===== src/rtl/gpu_raster_pkg.sv =====
// Shared types and helpers for the bitplane raster fetch path: colour modes,
// pixels-per-fetch lookup and the fetch sequencer state encoding.
package gpu_raster_pkg;

  localparam logic [1:0] CM_1BPP = 2'd0;
  localparam logic [1:0] CM_2BPP = 2'd1;
  localparam logic [1:0] CM_4BPP = 2'd2;
  localparam logic [1:0] CM_8BPP = 2'd3;

  typedef enum logic [1:0] {
    IDLE      = 2'd0,
    WAIT_LINE = 2'd1,
    FETCH     = 2'd2,
    LINE_DONE = 2'd3
  } fetch_state_e;

  // Pixels covered by one fetch unit (one byte, or one byte pair in two-byte mode)
  function automatic logic [3:0] ppf_of(input logic [1:0] mode);
    case (mode)
      CM_1BPP: ppf_of = 4'd8;
      CM_2BPP: ppf_of = 4'd4;
      CM_4BPP: ppf_of = 4'd2;
      default: ppf_of = 4'd1;
    endcase
  endfunction

  // Two-byte fetch only has a meaning for colour text (1bpp) and 16bpp (8bpp slot)
  function automatic logic mode_illegal(input logic two_byte, input logic [1:0] mode);
    mode_illegal = two_byte && (mode == CM_2BPP || mode == CM_4BPP);
  endfunction

endpackage


===== src/rtl/fetch_addr_counter.sv =====
// Line pointer / fetch address / sub-pixel counter for one bitplane layer.
// All address arithmetic wraps modulo 2^ADDR_W.
module fetch_addr_counter
  import gpu_raster_pkg::*;
#(
  parameter int ADDR_W   = 20,
  parameter int STRIDE_W = 16
) (
  input  logic                clk,
  input  logic                rst_n,
  input  logic                load_base,
  input  logic [ADDR_W-1:0]   base_addr,
  input  logic                start_line,
  input  logic                advance,
  input  logic                pixel,
  input  logic [STRIDE_W-1:0] stride,
  input  logic                two_byte,
  input  logic [3:0]          ppf,
  output logic [ADDR_W-1:0]   fetch_addr,
  output logic                sub_zero
);

  logic [ADDR_W-1:0] line_ptr;
  logic [ADDR_W-1:0] line_ptr_nxt;
  logic [ADDR_W-1:0] step;
  logic [2:0]        sub;
  logic              sub_last;

  // A new frame base wins over a line advance landing on the same tick
  always_comb begin
    line_ptr_nxt = line_ptr;
    if (load_base)
      line_ptr_nxt = base_addr;
    else if (advance)
      line_ptr_nxt = line_ptr + ADDR_W'(stride);
  end

  assign step     = two_byte ? ADDR_W'(2) : ADDR_W'(1);
  assign sub_zero = (sub == 3'd0);
  assign sub_last = (sub == 3'(ppf - 4'd1));

  always_ff @(posedge clk or negedge rst_n) begin
    if (!rst_n) begin
      line_ptr   <= '0;
      fetch_addr <= '0;
      sub        <= '0;
    end else begin
      line_ptr <= line_ptr_nxt;
      if (start_line) begin
        fetch_addr <= line_ptr_nxt;
        sub        <= '0;
      end else if (pixel) begin
        if (sub_zero)
          fetch_addr <= fetch_addr + step;
        sub <= sub_last ? 3'd0 : sub + 3'd1;
      end
    end
  end

endmodule


===== src/rtl/bitplane_fetch_sequencer.sv =====
// Per-layer GPU RAM read sequencer: sync timing + frame-shadowed config -> read strobes.
// Optional FETCH_VSCALE_EN: repeat each bitmap line (v_scale+1) times.
module bitplane_fetch_sequencer
  import gpu_raster_pkg::*;
#(
  parameter int ADDR_W   = 20,
  parameter int STRIDE_W = 16
) (
  input  logic                clk,
  input  logic                rst_n,
  input  logic [3:0]          pc_ena,
  input  logic                frame_start,
  input  logic                line_start,
  input  logic                h_active,
  input  logic                v_active,
  input  logic                layer_ena,
  input  logic [ADDR_W-1:0]   base_addr,
  input  logic [STRIDE_W-1:0] line_bytes,
  input  logic [1:0]          colour_mode_in,
  input  logic                two_byte_in,
  input  logic [1:0]          v_scale,
  output logic [ADDR_W-1:0]   ram_addr,
  output logic                ram_rd,
  output logic [9:0]          x_out,
  output logic [1:0]          colour_mode_out,
  output logic                two_byte_out,
  output logic                cfg_err
);

  fetch_state_e        state, st_f;
  logic                tick, load_base, line_evt, line_begin, line_abort;
  logic                line_done, pixel, advance, sub_zero;
  logic [1:0]          mode_sh;
  logic                two_byte_sh, cfg_err_sh;
  logic [STRIDE_W-1:0] stride_sh;
  logic [3:0]          ppf_cur;
  logic [9:0]          x;
  logic [ADDR_W-1:0]   fetch_addr;
  logic [ADDR_W-1:0]   ram_addr_p1;
  logic [9:0]          x_p1;
  logic                vld_p1;

  // Frame strobe is resolved first so a coincident line_start sees the new frame
  always_comb begin
    tick      = (pc_ena == 4'd0);
    load_base = tick && frame_start;
    st_f      = state;
    if (load_base)
      st_f = layer_ena ? WAIT_LINE : IDLE;
    line_evt   = tick && line_start && (st_f != IDLE);
    line_begin = line_evt && v_active;
    line_abort = line_evt && !v_active;
    line_done  = tick && !load_base && (state == FETCH) && (line_start || !h_active);
    pixel      = tick && !load_base && (state == FETCH) && !line_start && h_active;
  end

  assign ppf_cur = ppf_of(mode_sh);

`ifdef FETCH_VSCALE_EN
  logic [1:0] vscale_sh;
  logic [1:0] rep_cnt;

  assign advance = line_done && (rep_cnt == vscale_sh);

  always_ff @(posedge clk or negedge rst_n) begin
    if (!rst_n) begin
      vscale_sh <= '0;
      rep_cnt   <= '0;
    end else if (load_base) begin
      vscale_sh <= v_scale;
      rep_cnt   <= '0;
    end else if (line_done) begin
      rep_cnt <= advance ? 2'd0 : rep_cnt + 2'd1;
    end
  end
`else
  logic unused_vscale;
  assign unused_vscale = ^v_scale;
  assign advance       = line_done;
`endif

  fetch_addr_counter #(
    .ADDR_W   (ADDR_W),
    .STRIDE_W (STRIDE_W)
  ) u_fetch_addr_counter (
    .clk        (clk),
    .rst_n      (rst_n),
    .load_base  (load_base),
    .base_addr  (base_addr),
    .start_line (line_begin),
    .advance    (advance),
    .pixel      (pixel),
    .stride     (stride_sh),
    .two_byte   (two_byte_sh),
    .ppf        (ppf_cur),
    .fetch_addr (fetch_addr),
    .sub_zero   (sub_zero)
  );

  always_ff @(posedge clk or negedge rst_n) begin
    if (!rst_n) begin
      state       <= IDLE;
      mode_sh     <= '0;
      two_byte_sh <= 1'b0;
      cfg_err_sh  <= 1'b0;
      stride_sh   <= '0;
      x           <= '0;
      vld_p1      <= 1'b0;
      ram_addr_p1 <= '0;
      x_p1        <= '0;
    end else begin
      vld_p1 <= 1'b0;
      if (load_base) begin
        mode_sh     <= colour_mode_in;
        two_byte_sh <= two_byte_in;
        cfg_err_sh  <= mode_illegal(two_byte_in, colour_mode_in);
        stride_sh   <= line_bytes;
      end
      if (line_abort)
        state <= IDLE;
      else if (line_begin)
        state <= FETCH;
      else if (load_base)
        state <= st_f;
      else if (tick) begin
        case (state)
          FETCH:     if (!h_active) state <= LINE_DONE;
          LINE_DONE: state <= WAIT_LINE;
          default:   ;
        endcase
      end
      if (line_begin)
        x <= '0;
      else if (pixel)
        x <= x + 10'd1;
      // p1: read request registered one clk after its pixel tick
      if (pixel) begin
        x_p1 <= x;
        if (sub_zero && !cfg_err_sh) begin
          vld_p1      <= 1'b1;
          ram_addr_p1 <= fetch_addr;
        end
      end
    end
  end

  assign ram_addr        = ram_addr_p1;
  assign ram_rd          = vld_p1;
  assign x_out           = x_p1;
  assign colour_mode_out = mode_sh;
  assign two_byte_out    = two_byte_sh;
  assign cfg_err         = cfg_err_sh;

endmodule


===== config.mk =====
export PLATFORM = sky130hd
export DESIGN_NAME = bitplane_fetch_sequencer
export DESIGN_NICKNAME = d
export VERILOG_FILES = /design/src/rtl/gpu_raster_pkg.sv /design/src/rtl/fetch_addr_counter.sv /design/src/rtl/bitplane_fetch_sequencer.sv
export SDC_FILE = /design/constraint.sdc
export NUM_CORES = 1
export LEC_CHECK = 0
export CAP_MARGIN = 20
export CORE_MARGIN = 10
export CORE_UTILIZATION = 35
export DETAILED_ROUTE_END_ITERATION = 12
export RECOVER_POWER = 25
export SKIP_LAST_GASP = 1
export SLEW_MARGIN = 20
export SYNTH_ARGS = -nofsm -noshare
export SYNTH_HDL_FRONTEND = slang
export SYNTH_HIERARCHICAL = 1
export SYNTH_SLANG_ARGS = --single-unit

===== constraint.sdc =====
create_clock -name clk -period 5 [get_ports clk]
set_input_delay 1 -clock clk [delete_from_list [all_inputs] [get_ports clk]]
set_output_delay 1 -clock clk [all_outputs]
set_load 0.02 [all_outputs]

=== Word-level counts from Yosys, hierarchy flattened ===
Cells that the tools add are included.

* Register bits: 106
* Input bits: 52
* Output and inout bits: 35
* Word-level logic and storage cells: 77

* Add/sub/neg operators: 5
* Equality and inequality tests: 8
* Mux-type cells: 22
* Reductions and logical operators: 30

{| class="wikitable"
|+ Operators by type and width
! operator !! count
|-
| $mux 20 || 5
|-
| $add 20x16->20 || 1
|-
| $add 20x20->20 || 1
|-
| $mux 10 || 2
|-
| $mux 2 || 7
|-
| $logic_and 1x1->1 || 12
|-
| $add 10x1->10 const B || 1
|-
| $mux 3 || 3
|-
| $pmux 3 s3 || 1
|-
| $eq 2x2->1 const B || 4
|-
| $reduce_bool 2->1 || 3
|-
| $logic_not 1->1 || 5
|-
| $ne 5x5->1 const B || 1
|-
| $reduce_bool 5->1 || 1
|-
| $eq 2x1->1 const B || 2
|-
| $logic_not 4->1 || 1
|-
| $pmux 2 s2 || 1
|-
| $reduce_and 2->1 || 2
|-
| $reduce_bool 4->1 || 1
|-
| $add 3x1->3 const B || 1
|-
| $eq 3x3->1 || 1
|-
| $logic_not 3->1 || 1
|-
| $mux 1 || 3
|-
| $reduce_and 3->1 || 1
|-
| other kinds (3) || 4
|}

=== Depth between registers and ports, before layout ===
* Depth in word-level cells: 9
* Depth in mapped cells: 11
* Gate-level depth less buffers: 9

=== By module ===
Netlist, hierarchy kept.

{| class="wikitable"
|+ Modules (own cells, without submodules)
! module !! instances !! cells each !! area an instance (um^2) !! seq. area each (um^2)
|-
| fetch_addr_counter || 1 || 407 || 3,429.5 || 1,076.0
|-
| bitplane_fetch_sequencer || 1 || 190 || 2,666.3 || 1,576.5
|}

=== Worst setup path before layout ===
OpenSTA, ideal clock, no wires.

* Path kind: in2reg
* Start: input pc_ena[1]
* End: register u_fetch_addr_counter.fetch_addr[15]
* Setup time: 0.076 ns
* Arrival time: 3.308 ns
* Data required time: 4.924 ns
* Setup slack: 1.616 ns
* Cell stages on the path: 11
* Path buffers: 2
* Cells stage by stage: nor4_4 > nand3_4 > clkbuf_1 > inv_1 > nand3b_2 > nor4bb_1 > buf_2 > nand3_1 > xor2_1 > mux2_1 > o21ai_1

* Cells in the longest elaborated chain, start to end: 9
* Elaborated cells on any way between the ends: 19
* Those cells by class: mux (4); reduce/logical (15)

{| class="wikitable"
|+ Ends and longest elaborated chain
! item !! RTL line !! text
|-
| start, declared || bitplane_fetch_sequencer.sv:11 || <nowiki>input logic [3:0] pc_ena,</nowiki>
|-
| $logic_not 4->1 (*) || bitplane_fetch_sequencer.sv:45 || <nowiki>tick = (pc_ena == 4'd0);</nowiki>
|-
| $logic_and 1x1->1 || bitplane_fetch_sequencer.sv:46 || <nowiki>load_base = tick && frame_start;</nowiki>
|-
| $logic_not 1->1 || bitplane_fetch_sequencer.sv:54 || <nowiki>pixel = tick && !load_base && (state == FETCH) && !line_start && h_active;</nowiki>
|-
| $logic_and 1x1->1 (*) (4 in a row) || bitplane_fetch_sequencer.sv:54 ||
|-
| named net pixel || bitplane_fetch_sequencer.sv:32 || <nowiki>logic line_done, pixel, advance, sub_zero;</nowiki>
|-
| $reduce_bool 2->1 (no line) (*) || - ||
|-
| $reduce_and 2->1 (no line) (*) || - ||
|-
| end signal, assigned || fetch_addr_counter.sv:50 || <nowiki>fetch_addr <= line_ptr_nxt;</nowiki>
|-
| end signal, assigned || fetch_addr_counter.sv:54 || <nowiki>fetch_addr <= fetch_addr + step;</nowiki>
|-
| end, declared || fetch_addr_counter.sv:19 || <nowiki>output logic [ADDR_W-1:0] fetch_addr,</nowiki>
|}

The timed path passes the listed nets; every way through them passes the cells marked *.
A chain may end at the register's enable or synchronous reset.

=== Final worst setup path ===
* Start: input frame_start
* End: register u_fetch_addr_counter.fetch_addr[14]

* Cells in the longest elaborated chain, start to end: 8
* Elaborated cells on any way between the ends: 17
* Those cells by class: mux (4); reduce/logical (13)

{| class="wikitable"
|+ Ends and longest elaborated chain
! item !! RTL line !! text
|-
| start, declared || bitplane_fetch_sequencer.sv:12 || <nowiki>input logic frame_start,</nowiki>
|-
| $logic_and 1x1->1 || bitplane_fetch_sequencer.sv:46 ||
|-
| $logic_not 1->1 || bitplane_fetch_sequencer.sv:54 ||
|-
| $logic_and 1x1->1 (4 in a row) || bitplane_fetch_sequencer.sv:54 ||
|-
| named net pixel || bitplane_fetch_sequencer.sv:32 ||
|-
| $reduce_bool 2->1 (no line) || - ||
|-
| $reduce_and 2->1 (no line) || - ||
|}

The timed path passes the listed nets, and every way through them passes these cells.

==> flow_metrics.py <==
metrics = {
    "critical_path": {
        "critPathMaxStageDelay_ns": 0.63,
        "worstPathCellList": "clkdlybuf4s50_1 > nor3b_2 > nand3_4 > inv_1 > nand3b_2 > nor3_2 > nand4_1 > xor2_1 > a21oi_1 > o31a_1",
        "slowest_stage": "nor3_2",
        "r2r_setup_slack_ns": 2.07,
        "startpoint": "frame_start",
        "path_class": "in -> reg",
        "startpoint_type": "input pin",
        "cp_max_fo": 18,
        "regToRegStartpoint": "state[0]$_DFFE_PN0P_",
        "cp-end-kind": "flip-flop",
        "r2r_end": "u_fetch_addr_counter/fetch_addr[14]$_DFFE_PN0P_",
        "cp_top_family": "simple AND/OR/NAND/NOR gates",
        "path_buf_inv": 2,
        "rr_worst_depth": 9,
        "cp.required_ns": 5.29,
        "cp.arrival_ns": 4.00,
    },
    "power": {
        "p_leak_nw": 3.32,
        "combinationalPowerShare_pct": 30.9,
        "clock_power_share_pct": 28.3,
        "power_density_nw_per_um2": 353,
        "pwr-share-seq_pct": 40.9,
        "p_sw_share_pct": 33.2,
        "power_mw": 2.64,
        "p_switching_mw": 0.876,
        "p_int_mw": 1.77,
        "vdd_drop_max_uv": 208,
    },
    "timing": {
        "min_period_ns": 3.71,
        "relSlewSlack_pct": -24.2,
        "max_freq_ghz": 0.269,
        "tightest_slew_ns": 1.86,
        "rsz0062_at_grt": "no",
        "finalHoldViolCount": 0,
        "drv_slew": 76,
        "tns_ns": 0,
        "clock_skew_ns": 0.00999,
        "setup_viol_count_final": 0,
        "fin_crit_sh_pct": 74.2,
    },
    "clocking": {
        "tritoncts": "built",
        "clk_latency_ns": 0.36,
        "clk_pin_slew_ns": 0.07,
        "h-tree-depth": 3,
        "cts_num_sinks": 106,
        "cts_hold_buf": 0,
        "ctsResizeCount": 0,
        "clockRootBuffer": "clkbuf_16",
        "cts_buffer_depth": 2,
        "cts_setup_buffers": 0,
        "cts_buffers": 9,
    },
    "min_path": {
        "hp-class": "reg -> reg",
        "whs_endpoint": "x_out[4]$_DFFE_PN0P_",
        "worstHoldPathCells": 2,
        "worstHoldStart": "x_out[4]$_DFFE_PN0P_",
    },
    "outcome": {
        "outcome": "complete, but fails checks",
        "violations": "capacitance limit, slew limit",
    },
    "final_layout": {
        "area_growth_pct": 22.8,
        "drive_gt1_share_pct": 13.2,
        "nFillCells": 1670,
        "diodes": 0,
        "final_nets": 752,
    },
    "flow_run": {
        "max_cap_viol_count": 1,
    },
    "global_routing": {
        "grt_pass1_vias": 4823,
        "overflow": 0,
        "grt_usage_pct": 13.1,
        "grt_pass1_wl_um": 25300,
        "grt_max_degree": 76,
        "antenna_found_initial": 0,
    },
    "floorplanning": {
        "die_h_um": 152,
        "die-area_um2": 23100,
        "start_util_pct": 35.5,
        "die_w_um": 152,
        "core_area_um2": 17200,
        "io_pins": 87,
        "num_rows": 48,
    },
    "detailed_routing": {
        "drtIter0Drc": 190,
        "remaining_drc_errors": 0,
        "antenna_left": 0,
        "finalWirelength_um": 15100,
        "route.vias.total": 4727,
        "firstDrtPassIters": 6,
        "routedWlPerCell_um": 16.7,
        "viasPerCell": 5.22,
    },
    "synthesis": {
        "netlist_area_um2": 6090,
        "netlist_instances": 596,
        "ys_warn_count": 6,
        "synth_nets": 672,
        "avgSynthCellArea_um2": 10.2,
    },
    "placed_design": {
        "routabilityCongestion": 0.854,
        "port-buffer-count": 84,
        "hpwl_um": 11300,
    },
}
## how the worst max path moves through the flow
stage                                                       to  depth (start not counted)
3_3_place_gp   u_fetch_addr_counter/fetch_addr[14]$_DFFE_PN0P_                         10
5_1_grt        u_fetch_addr_counter/fetch_addr[16]$_DFFE_PN0P_                         10
2_1_floorplan  u_fetch_addr_counter/fetch_addr[15]$_DFFE_PN0P_                         11
3_5_place_dp   u_fetch_addr_counter/fetch_addr[18]$_DFFE_PN0P_                         10
4_1_cts        u_fetch_addr_counter/fetch_addr[14]$_DFFE_PN0P_                         10
6_report       u_fetch_addr_counter/fetch_addr[14]$_DFFE_PN0P_                         10
## metal layers
metal | vias to the layer above | track usage [%] | part of all wire, %
li1 | 2283 | - | -
met1 | 2322 | 16.7 | 46
met2 | 106 | 21.5 | 48
met3 | 16 | 3.10 | 4.3
met4 | 0 | 3.76 | 1.2
met5 | - | 0 | 0
## tightest hold or removal path: stages, from the launching register on
cell	delay (ns)
dfrtp_1	0.35
nand2_1	0.05
o21ai_0	0.07
## placed cells by master (no fill, tap or decap), types with 3 or more instances in the layout
| cell | n |
|---|---|
| a211oi_1 | 3 |
| a21o_1 | 9 |
| a21oi_1 | 28 |
| a22oi_1 | 4 |
| a31oi_1 | 11 |
| and2_1 | 5 |
| and3_1 | 7 |
| buf_4 | 9 |
| clkbuf_16 | 9 |
| clkdlybuf4s50_1 | 83 |
| dfrtp_1 | 106 |
| ha_1 | 22 |
| inv_1 | 31 |
| mux2_2 | 32 |
| mux2_4 | 20 |
| mux2i_1 | 10 |
| nand2_1 | 54 |
| nand2b_1 | 12 |
| nand3_1 | 15 |
| nand4_1 | 15 |
| nor2_1 | 32 |
| nor2b_1 | 16 |
| nor3_1 | 6 |
| nor3_2 | 3 |
| nor3b_1 | 3 |
| o21ai_0 | 29 |
| o21ai_1 | 3 |
| o22ai_1 | 3 |
| o31a_1 | 6 |
| o31ai_1 | 3 |
| or3_1 | 6 |
| or4_1 | 3 |
| xnor2_1 | 15 |
| xor2_1 | 17 |
## power by group through the flow
stage          combinational [mW]  sequential [mW]  clock [mW]
5_1_grt                     0.915             1.10       0.804
2_1_floorplan               0.596             1.08           0
6_report                    0.816             1.08       0.747
3_5_place_dp                0.806             1.10           0
3_3_place_gp                0.788             1.09           0
4_1_cts                     0.812             1.08       0.771
## registers in the layout (all words and copies together) (netlist names), 2 cells and up
name                             count
colour_mode_out                      2
u_fetch_addr_counter/line_ptr       20
x_out                               10
u_fetch_addr_counter/sub             3
state                                2
ram_addr                            20
x                                   10
u_fetch_addr_counter/fetch_addr     20
stride_sh                           16
## layout make-up
class | count | area [um^2] | share of cell area (%)
clock buffer | 11 | 243 | 3.25
clock inverter | 5 | 67.6 | 0.903
inverter | 32 | 120 | 1.61
multi-input combinational | 434 | 3210 | 42.9
sequential | 106 | 2650 | 35.5
tap | 225 | 282 | 3.76
timing repair buffer | 93 | 903 | 12.1
## per-stage QoR
| stage | utilization [%] | hold WS [ns] | area (um^2) | cells | worst slack [ns] |
|---|---|---|---|---|---|
| floorplan | - | 0.479 | 6090 | 596 | 1.62 |
| global placement | 41.8 | 0.474 | 7170 | 890 | 0.952 |
| detailed placement | 41.8 | 0.495 | 7170 | 890 | 0.898 |
| CTS | 43.6 | 0.512 | 7480 | 906 | 1.26 |
| global route | 43.5 | 0.525 | 7480 | 906 | 1.01 |
| finish | 43.5 | 0.504 | 7480 | 906 | 1.29 |
Note: power is estimated with default switching activity, not from simulation.
